--- config.mk ---
export PLATFORM = sky130hd
export DESIGN_NAME = carregador_instrucoes
export DESIGN_NICKNAME = d
export VERILOG_FILES = /design/src/rtl/carregador_instrucoes_pkg.sv /design/src/rtl/carregador_instrucoes.sv
export SDC_FILE = /design/constraint.sdc
export NUM_CORES = 1
export LEC_CHECK = 0
export BUFFER_PORTS_ARGS = -buffer_cell sky130_fd_sc_hd__buf_2
export CORE_MARGIN = 2
export CORE_UTILIZATION = 55
export CTS_BUF_LIST = sky130_fd_sc_hd__clkbuf_8
export DETAILED_ROUTE_END_ITERATION = 16
export GPL_ROUTABILITY_DRIVEN = 1
export PLACE_DENSITY = 0.77
export SLEW_MARGIN = 5
export SYNTH_ARGS = -nofsm -noshare
export SYNTH_HDL_FRONTEND = slang
export SYNTH_SLANG_ARGS = --single-unit
--- constraint.sdc ---
create_clock -name i_clock -period 4.49 [get_ports i_clock]
set_clock_uncertainty 0.15 [all_clocks]
set_input_delay 0.6735 -clock i_clock [delete_from_list [all_inputs] [get_ports i_clock]]
set_output_delay 0.6735 -clock i_clock [all_outputs]
set_load 0.02 [all_outputs]
--- src/rtl/carregador_instrucoes_pkg.sv ---
// Shared definitions for the instruction loader: FSM state encoding,
// checksum width and the modular checksum adder.
package carregador_instrucoes_pkg;

    localparam int CHECKSUM_W = 8;

    typedef enum logic [1:0] {
        OCIOSO      = 2'd0,
        RECEBENDO   = 2'd1,
        VERIFICANDO = 2'd2,
        FIM         = 2'd3
    } estado_t;

    // Checksum accumulates with natural wrap-around (mod 2^CHECKSUM_W).
    function automatic logic [CHECKSUM_W-1:0] soma_mod(
        input logic [CHECKSUM_W-1:0] a,
        input logic [CHECKSUM_W-1:0] b
    );
        return a + b;
    endfunction

endpackage

--- src/rtl/carregador_instrucoes.sv ---
// Instruction loader: receives a byte stream plus checksum, writes it into
// instruction memory and releases the CPU reset only on a verified load.
module carregador_instrucoes
    import carregador_instrucoes_pkg::*;
#(
    parameter logic [7:0] BASE           = 8'd0,
    parameter int         TIMEOUT_CICLOS = 1000
) (
    input  logic       i_clock,
    input  logic       i_reset,
    input  logic       i_inicio,
    input  logic [7:0] i_tamanho,
    input  logic       i_dado_valido,
    input  logic [7:0] i_dado,
    output logic       o_dado_pronto,
    output logic       o_mem_escrita,
    output logic [7:0] o_mem_endereco,
    output logic [7:0] o_mem_dado,
    output logic       o_ocupado,
    output logic       o_concluido,
    output logic       o_erro,
    output logic       o_cpu_reset
);

    localparam int CNT_W = (TIMEOUT_CICLOS > 1) ? $clog2(TIMEOUT_CICLOS + 1) : 1;

    estado_t               r_estado;
    estado_t               w_prox_estado;
    logic [7:0]            r_tamanho;
    logic [7:0]            r_indice;
    logic [CHECKSUM_W-1:0] r_soma;
    logic [CNT_W-1:0]      r_ocioso;
    logic                  r_erro;
    logic                  r_cpu_reset;
    logic                  r_wr_vld_p1;
    logic [7:0]            r_wr_end_p1;
    logic [7:0]            r_wr_dado_p1;

    logic w_pronto;
    logic w_transf;
    logic w_timeout;
    logic w_ultimo;
    logic w_passa;

    assign w_pronto  = (r_estado == RECEBENDO) || (r_estado == VERIFICANDO);
    assign w_transf  = i_dado_valido && w_pronto;
    assign w_timeout = !w_transf && (r_ocioso == CNT_W'(TIMEOUT_CICLOS - 1));
    assign w_ultimo  = (r_indice == r_tamanho);
    assign w_passa   = (soma_mod(r_soma, i_dado) == '0);

    always_ff @(posedge i_clock or posedge i_reset) begin
        if (i_reset) begin
            r_estado <= OCIOSO;
        end else begin
            r_estado <= w_prox_estado;
        end
    end

    always_comb begin
        w_prox_estado = r_estado;
        case (r_estado)
            OCIOSO:      if (i_inicio) w_prox_estado = RECEBENDO;
            RECEBENDO: begin
                if (w_transf && w_ultimo) w_prox_estado = VERIFICANDO;
                else if (w_timeout)       w_prox_estado = FIM;
            end
            VERIFICANDO: if (w_transf || w_timeout) w_prox_estado = FIM;
            FIM:         w_prox_estado = OCIOSO;
            default:     w_prox_estado = OCIOSO;
        endcase
    end

    always_ff @(posedge i_clock or posedge i_reset) begin
        if (i_reset) begin
            r_tamanho    <= '0;
            r_indice     <= '0;
            r_soma       <= '0;
            r_ocioso     <= '0;
            r_erro       <= 1'b0;
            r_cpu_reset  <= 1'b1;
            r_wr_vld_p1  <= 1'b0;
            r_wr_end_p1  <= '0;
            r_wr_dado_p1 <= '0;
        end else begin
            r_wr_vld_p1 <= 1'b0;
            case (r_estado)
                OCIOSO: begin
                    if (i_inicio) begin
                        r_tamanho   <= i_tamanho;
                        r_indice    <= '0;
                        r_soma      <= '0;
                        r_ocioso    <= '0;
                        r_erro      <= 1'b0;
                        r_cpu_reset <= 1'b1;
                    end
                end
                RECEBENDO: begin
                    if (w_transf) begin
                        // stage p1: memory write issued the cycle after the transfer
                        r_soma       <= soma_mod(r_soma, i_dado);
                        r_ocioso     <= '0;
                        r_wr_vld_p1  <= 1'b1;
                        r_wr_end_p1  <= BASE + r_indice;
                        r_wr_dado_p1 <= i_dado;
                        if (!w_ultimo) r_indice <= r_indice + 8'd1;
                    end else if (w_timeout) begin
                        r_erro <= 1'b1;
                    end else begin
                        r_ocioso <= r_ocioso + 1'b1;
                    end
                end
                VERIFICANDO: begin
                    if (w_transf) begin
                        r_ocioso <= '0;
                        if (w_passa) r_cpu_reset <= 1'b0;
                        else         r_erro      <= 1'b1;
                    end else if (w_timeout) begin
                        r_erro <= 1'b1;
                    end else begin
                        r_ocioso <= r_ocioso + 1'b1;
                    end
                end
                default: ;
            endcase
        end
    end

    assign o_dado_pronto  = w_pronto;
    assign o_mem_escrita  = r_wr_vld_p1;
    assign o_mem_endereco = r_wr_end_p1;
    assign o_mem_dado     = r_wr_dado_p1;
    // The last data write lands in the first VERIFICANDO cycle, still busy.
    assign o_ocupado      = w_pronto || r_wr_vld_p1;
    assign o_concluido    = (r_estado == FIM);
    assign o_erro         = r_erro;
    assign o_cpu_reset    = r_cpu_reset;

endmodule

; ---- Word-level counts from Yosys, hierarchy flattened
; Cells that the tools add are included.
[op_classes]
n_reduce_logical = 22
eq_ne = 15
add_sub_neg = 3
muxes = 27
[ops]
columns = cell, count
row1 = 2-to-1 mux 8 bit, 4
row2 = one-hot mux 8 bit (2 select lines), 2
row3 = 2-to-1 mux 10 bit, 3
row4 = one-hot mux 10 bit (2 select lines), 1
row5 = "inequality test 2 bit, second input constant", 6
row6 = AND reduction 4 bit, 3
row7 = "adder 10 x 1 -> 10 bit, second input constant", 1
row8 = "equality test 10 bit, second input constant", 1
row9 = 2-to-1 mux 1 bit, 10
row10 = AND reduction 3 bit, 3
row11 = "adder 8 x 1 -> 8 bit, second input constant", 1
row12 = adder 8 bit, 1
row13 = equality test 8 bit, 1
row14 = zero test 8 bit, 1
row15 = 2-to-1 mux 2 bit, 4
row16 = one-hot mux 2 bit (4 select lines), 1
row17 = "inequality test 3 bit, second input constant", 2
row18 = nonzero test 2 bit, 3
row19 = "equality test 2 bit, second input constant", 2
row20 = AND reduction 2 bit, 2
row21 = logical AND 1 bit, 3
row22 = logical OR 1 bit, 3
row23 = "inequality test 3 x 2 -> 1 bit, second input constant", 1
row24 = one-hot mux 1 bit (3 select lines), 1
row25 = 7 further kinds, 7
[totals]
word_cells = 77
register_bits = 55
inputBits = 20
output_inout_bits = 22

; ---- Longest topological paths before layout
; Gate-level depths: netlist of the first run.
[logic_depth]
depth_word = 8
mapped_depth = 10
ltp_nobuf = 8

; ---- Worst setup path before layout of the first run
; OpenSTA, ideal clock, no wires.
[synth_timing]
path_type = input-to-reg
startpoint = input i_dado[0]
endpoint = register r_erro (netlist: o_erro)
t_arrival_ps = 2581
slack_ps = 1635
required_ps = 4216
n_path_buf = 0
setup_ps = 124
path_stages = 8
cell_sequence = ha_1 fa_1 a211o_1 and3_4 o311ai_4 a2111oi_4 a41o_1 or2_1
[synth_between]
elab_chain_cells = 4
[synth_lines]
columns = element, line_no
row1 = "start, declared", carregador_instrucoes.sv:14  ; input logic [7:0] i_dado,
row2 = adder 8 bit, carregador_instrucoes_pkg.sv:19  ; return a + b;
row3 = zero test 8 bit, carregador_instrucoes.sv:49  ; assign w_passa = (soma_mod(r_soma, i_dado) == '0);
row4 = inequality test 3 bit (no line), n/a
row5 = AND reduction 4 bit (no line), n/a
row6 = "end signal, assigned", carregador_instrucoes.sv:79  ; r_erro <= 1'b0;
row7 = "end signal, assigned", carregador_instrucoes.sv:93  ; r_erro <= 1'b0;
row8 = "end signal, assigned", carregador_instrucoes.sv:107  ; r_erro <= 1'b1;
row9 = "end, declared", carregador_instrucoes.sv:33  ; logic r_erro;
; Every way passes these cells.
; A chain may end at the register's enable or synchronous reset.

; ---- Final worst setup path of the first run
; Same ends and word-level chain as after synthesis.

==> impl_metrics.json, run 1 <==
{
  "rsz0062_at_grt": "no",
  "ys_async_sr_fraction_pct": 100,
  "min_period_ps": 2930,
  "dieArea_mm2": 0.00622,
  "clockBufferDepth": 2,
  "grt_max_degree": 56,
  "fmax_mhz": 341,
  "yosysSeqAreaShare_pct": 44.7,
  "finalMaxSlewViolations": 0,
  "status": "finished, final reports clean",
  "slowest_delay_ps": 430,
  "hold_depth": 2,
  "area_delta_synth_final_pct": 12.8,
  "postSynthAreaPerCell_um2": 9.67,
  "reg2reg_depth": 8,
  "tritoncts": "done",
  "antenna_cells": 0,
  "rows": 27,
  "vias": 2403,
  "route.detailed.drc": 0,
  "drive_gt1_share_pct": 22.4,
  "yosysUniqueCellTypes": 57,
  "start_util_pct": 56.4,
  "worst-setup-path-type": "input pin to register",
  "cts-root-buf": "clkbuf_8",
  "cp_max_fo": 3,
  "cts-buffers-inserted": 5,
  "crit_family": "compound AO/OA/AOI/OAI gates",
  "die_w_um": 78.9,
  "ys_ff_latch": 55,
  "synth_edf_count": 0,
  "crit_slowest_cell": "a2111oi_4",
  "final_hold_viol_count": 0,
  "antenna_found_initial": 0,
  "drt-pass1-iter-count": 4,
  "tns_ps": 0,
  "tightest_slew_ps": 703,
  "synthFlopType": "dfrtp_1",
  "clk_latency_ps": 310,
  "htree_levels": 2,
  "ir_worst_vdd_mv": 0.275,
  "cp_cell_sequence": "buf_2 > ha_1 > fa_1 > xor2_1 > nor4b_1 > o21ai_0 > a2111oi_4 > a31oi_1 > or2_1",
  "port_buffers": 41,
  "holdBufCountCts": 0,
  "grt_pass1_vias": 2346,
  "grt_overflow": 0,
  "arrival_ps": 2980,
  "synth_nets": 353,
  "avgRoutedWirePerCell_um": 14.9,
  "r2r_slack_ps": 1640,
  "finalWirelength_um": 6460,
  "power_density_mw_per_mm2": 608,
  "ant_nets": 0,
  "reg2reg_to": "o_erro$_DFFE_PP0P_",
  "fin_util_pct": 63.6,
  "core-area_mm2": 0.00547,
  "grtUsageTotal_pct": 21.9,
  "worstReg2RegStart": "r_soma[0]$_DFFE_PP0P_",
  "regArea_mm2": 0.00138,
  "setup.worst_path.end_class": "register",
  "hold_class": "register to register",
  "path_buf_inv": 1,
  "min_from": "o_mem_dado[5]$_DFFE_PP0P_",
  "cts_setup_buffers": 0,
  "fill_cells": 496,
  "cts-resized-gates": 0,
  "multi_input_area_mm2": 0.00163,
  "period_share_pct": 65.3,
  "maxSlewHeadroom_pct": 53.1,
  "drtIter0Drc": 227,
  "grt_pass1_wl_um": 10900,
  "min_to": "o_mem_dado[5]$_DFFE_PP0P_",
  "viasPerCell": 5.54,
  "cts.sinks": 55,
  "nNetsFinal": 395,
  "gp_congestion": 0.839,
  "cp.required_ps": 4540,
  "yosysWarnings": 0,
  "dp_hpwl_um": 4630,
  "io_pins": 42,
  "setup_violations": 0,
  "netlist_area_mm2": 0.00308,
  "die_height_um": 78.9,
  "startpoint_type": "input pin",
  "leakage_nw": 1.64,
  "syn_inst": 319,
  "drv_cap": 0,
  "path_clk_slew_ps": 110
}
cell usage after synthesis, drive strengths merged (2+ instances only):
master / number / area, µm²
o21ai: 19 / 95.1
nand3: 10 / 50.1
o2111ai: 2 / 17.5
buf: 2 / 10.0
and3: 2 / 17.5
mux2: 9 / 101
nor3: 3 / 26.3
and2: 3 / 21.3
ha: 13 / 163
inv: 11 / 41.3
or2: 7 / 46.3
nor4b: 2 / 17.5
or3: 2 / 17.5
nor2: 26 / 97.6
a2111oi: 2 / 55.1
a221oi: 3 / 32.5
xor2: 12 / 113
a22oi: 3 / 22.5
a211oi: 2 / 25.0
xnor2: 15 / 131
clkbuf: 6 / 22.5
o311ai: 2 / 35.0
o21bai: 2 / 15.0
nand2: 65 / 246
nor2b: 8 / 50.1
dfrtp: 54 / 1350
nand4: 7 / 43.8
a21oi: 12 / 63.8
through the flow:
step	instance area (µm²)	power [mW]	instances	setup WS [ps]	hold WS, ps
floorplan	3080	1.52	319	1630	351
global placement	3360	1.73	426	1380	301
detailed placement	3360	1.78	426	1350	307
CTS	3480	2.12	434	1650	333
global route	3480	2.26	434	1500	359
finish	3480	2.11	434	1560	326
power by group:
| group | switching, mW | leakage (nW) | internal [mW] | total (mW) |
|---|---|---|---|---|
| registers | 0.112 | 0.724 | 0.638 | 0.749 |
| clock network | 0.170 | 0.0587 | 0.169 | 0.339 |
| logic | 0.624 | 0.857 | 0.401 | 1.02 |
| total | 0.905 | 1.64 | 1.21 | 2.11 |
cells in the final DEF (no fill, tap or decap), types with 3 or more instances in the layout:
cell and instances:
ha_1 13, nor2_1 26, or2_2 3, a21oi_1 11, nand4_1 7, mux2_2 8, dfrtp_1 54, nand2_1 64
nand3_1 10, nor2b_1 8, xnor2_1 15, or2_1 3, o21ai_0 18, xor2_1 11, clkbuf_8 5, a22oi_1 3
inv_1 9, buf_2 41
state kept, by name (all words and copies together), names as in the netlist:
signal,cells
o_cpu_reset,1
r_soma,8
o_mem_escrita,1
r_estado,2
o_mem_endereco,8
o_erro,1
r_ocioso,10
o_mem_dado,8
r_indice,8
r_tamanho,8
per-layer routing:
metal	share of wire [%]	track usage (%)	up-vias
li1	-	-	1179
met1	45	28.3	1163
met2	51	38.4	54
met3	3.2	3.30	7
met4	1.2	6.38	0
met5	0	0	-
worst reg2reg max path, delay by kind of cell, from the launching register on:
family | cells | cell delay, ps
compound gates | 3 | 800
fa+ha+maj | 2 | 630
simple gates | 2 | 560
flops | 1 | 400
xor+xnor | 1 | 210
cell families after synthesis:
kind of cell	share of synthesized area, %
XOR/XNOR	7.91
multiplexers	3.61
adder cells (fa/ha/maj)	5.92
buffers and inverters	2.39
flip-flops	44.7
AND/OR/NAND/NOR	21.9
AO/OA/AOI/OAI	13.6
worst max-delay path by stage:
stage / startpoint / endpoint / slack [ps] / cells after the start
floorplan: i_dado[0] / o_erro$_DFFE_PP0P_ / 1630 / 8
global placement: i_dado[0] / o_erro$_DFFE_PP0P_ / 1380 / 9
detailed placement: i_dado[0] / o_erro$_DFFE_PP0P_ / 1350 / 9
CTS: i_dado[0] / o_erro$_DFFE_PP0P_ / 1650 / 9
global route: i_dado[0] / o_erro$_DFFE_PP0P_ / 1500 / 9
finish: i_dado[0] / o_erro$_DFFE_PP0P_ / 1560 / 9
final cells by class:
| class | instances | area share (%) |
|---|---|---|
| clock buffer | 5 | 1.98 |
| tap | 72 | 2.59 |
| timing repair buffer | 43 | 6.33 |
| inverter | 11 | 1.19 |
| multi-input combinational | 245 | 46.9 |
| sequential | 55 | 39.6 |
| clock inverter | 3 | 1.37 |
No activity file was read; power rests on OpenSTA's default activity.
==> run 2: changes to the inputs <==
clock period = 3 ns   (was 4.49 ns; I/O delays follow)
==> impl_metrics.json, run 2 (synthesis gave the netlist of run 1 again) <==
{
  "tritoncts": "done",
  "ir_worst_vdd_mv": 0.384,
  "ant_nets": 0,
  "rsz0062_at_grt": "no",
  "cp_cell_sequence": "ha_1 > fa_1 > xor2_1 > nor4b_2 > o21ai_0 > a2111oi_4 > a31oi_1 > or2_1",
  "path_clk_slew_ps": 100,
  "final_common_cell": "nand2_1",
  "fmax_mhz": 348,
  "htree_levels": 2,
  "clkPwrFrac_pct": 16.5,
  "vias": 2393,
  "finalWirelength_um": 6340,
  "slowest_delay_ps": 440,
  "cts-resized-gates": 0,
  "final_cell_mix": "nand2_1, dfrtp_1, buf_2",
  "nNetsFinal": 399,
  "drt-pass1-iter-count": 4,
  "start_util_pct": 56.4,
  "finalMaxSlewViolations": 0,
  "dieArea_mm2": 0.00622,
  "clockBufferDepth": 2,
  "drtIter0Drc": 170,
  "core-area_mm2": 0.00547,
  "grt_max_degree": 35,
  "path_buf_inv": 0,
  "grt_pass1_wl_um": 10900,
  "holdBufCountCts": 0,
  "status": "finished, final reports clean",
  "cp.required_ps": 3050,
  "grt_pass1_vias": 2377,
  "avgRoutedWirePerCell_um": 14.5,
  "reg2reg_depth": 8,
  "io_pins": 42,
  "area_delta_synth_final_pct": 14.1,
  "fill_cells": 483,
  "grt_overflow": 0,
  "drv_cap": 0,
  "worstReg2RegStart": "r_soma[0]$_DFFE_PP0P_",
  "finalPower_mw": 3.19,
  "tightest_slew_ps": 702,
  "cts-root-buf": "clkbuf_8",
  "pwr-share-comb_pct": 48.3,
  "cp_max_fo": 3,
  "hold_class": "input pin to async pin",
  "reg2reg_to": "o_erro$_DFFE_PP0P_",
  "antenna_found_initial": 0,
  "worst-setup-path-type": "register to register",
  "route.detailed.drc": 0,
  "gp_congestion": 0.885,
  "clk_latency_ps": 310,
  "setup.worst_path.end_class": "register",
  "r2r_slack_ps": 130,
  "leakage_nw": 1.66,
  "arrival_ps": 2920,
  "power_density_mw_per_mm2": 905,
  "pre_cts_slack_ps": 93.7,
  "die_height_um": 78.9,
  "p_sw_share_pct": 42.0,
  "seq_power_share_pct": 35.2,
  "viasPerCell": 5.46,
  "min_period_ps": 2870,
  "die_w_um": 78.9,
  "period_share_pct": 95.7,
  "setup_violations": 0,
  "p_int_mw": 1.85,
  "switchingPower_mw": 1.34,
  "cts.sinks": 55,
  "grtUsageTotal_pct": 21.9,
  "maxSlewHeadroom_pct": 53.1,
  "timing.hold.ws_ps": 87.6,
  "antenna_cells": 0,
  "startpoint_type": "register",
  "rows": 27,
  "cts-buffers-inserted": 5,
  "regMostFlops": "r_ocioso",
  "crit_slowest_cell": "fa_1",
  "setup_ws_ps": 128,
  "largest_reg_flops": 10,
  "crit_family": "compound AO/OA/AOI/OAI gates",
  "final_hold_viol_count": 0,
  "dp_hpwl_um": 4720,
  "cts_setup_buffers": 0,
  "port_buffers": 41,
  "tns_ps": 0,
  "drive_gt1_share_pct": 23.5
}
run 2: how the worst max path moves through the flow:
stage | from | to | slack, ps | cells after the start
2_1_floorplan | i_dado[0] | o_erro$_DFFE_PP0P_ | 370 | 8
3_3_place_gp | i_dado[0] | o_erro$_DFFE_PP0P_ | 100 | 9
3_5_place_dp | i_dado[0] | o_erro$_DFFE_PP0P_ | 90 | 9
4_1_cts | r_soma[0]$_DFFE_PP0P_ | o_erro$_DFFE_PP0P_ | 180 | 8
5_1_grt | r_soma[0]$_DFFE_PP0P_ | o_erro$_DFFE_PP0P_ | 20 | 8
6_report | r_soma[0]$_DFFE_PP0P_ | o_erro$_DFFE_PP0P_ | 130 | 8
run 2: worst register-to-register path, delay by kind of cell (launching register included):
family	cells	cell delay, ps
AOI/OAI and AO/OA	3	740
and+or+nand+nor	2	580
adders and majority gates	2	670
DFF	1	400
xor gates and xnor gates	1	220
run 2: area by class of cell:
class | instances | area [µm²] | area share, %
repair buffers | 47 | 250 | 7.11
clock inverters | 2 | 38.8 | 1.10
inverters | 11 | 41.3 | 1.17
well taps | 72 | 90.1 | 2.56
multi-input cells | 245 | 1640 | 46.6
flip-flops and latches | 55 | 1380 | 39.1
clock buffers | 6 | 82.6 | 2.35
run 2: layer usage:
metal / share of wire, % / global-route usage, % / routed length (µm) / vias to the layer above
met5: 0 / 0 / 0 / -
met4: 2.0 / 7.59 / 129 / 0
met2: 49 / 37.4 / 3140 / 51
met3: 3.4 / 3.52 / 217 / 12
li1: - / - / - / 1182
met1: 45 / 28.5 / 2860 / 1148
run 2: per-stage QoR:
stage,instances,area (µm²),utilization [%]
floorplan,319,3080,-
global placement,430,3390,62.0
detailed placement,430,3390,62.0
CTS,438,3510,64.2
global route,438,3520,64.3
finish,438,3520,64.3
run 2: power groups by stage:
stage / registers, mW / logic [mW] / clock network, mW
floorplan: 1.19 / 1.08 / 0
global placement: 1.13 / 1.48 / 0
detailed placement: 1.14 / 1.53 / 0
CTS: 1.13 / 1.54 / 0.538
global route: 1.15 / 1.71 / 0.569
finish: 1.12 / 1.54 / 0.526
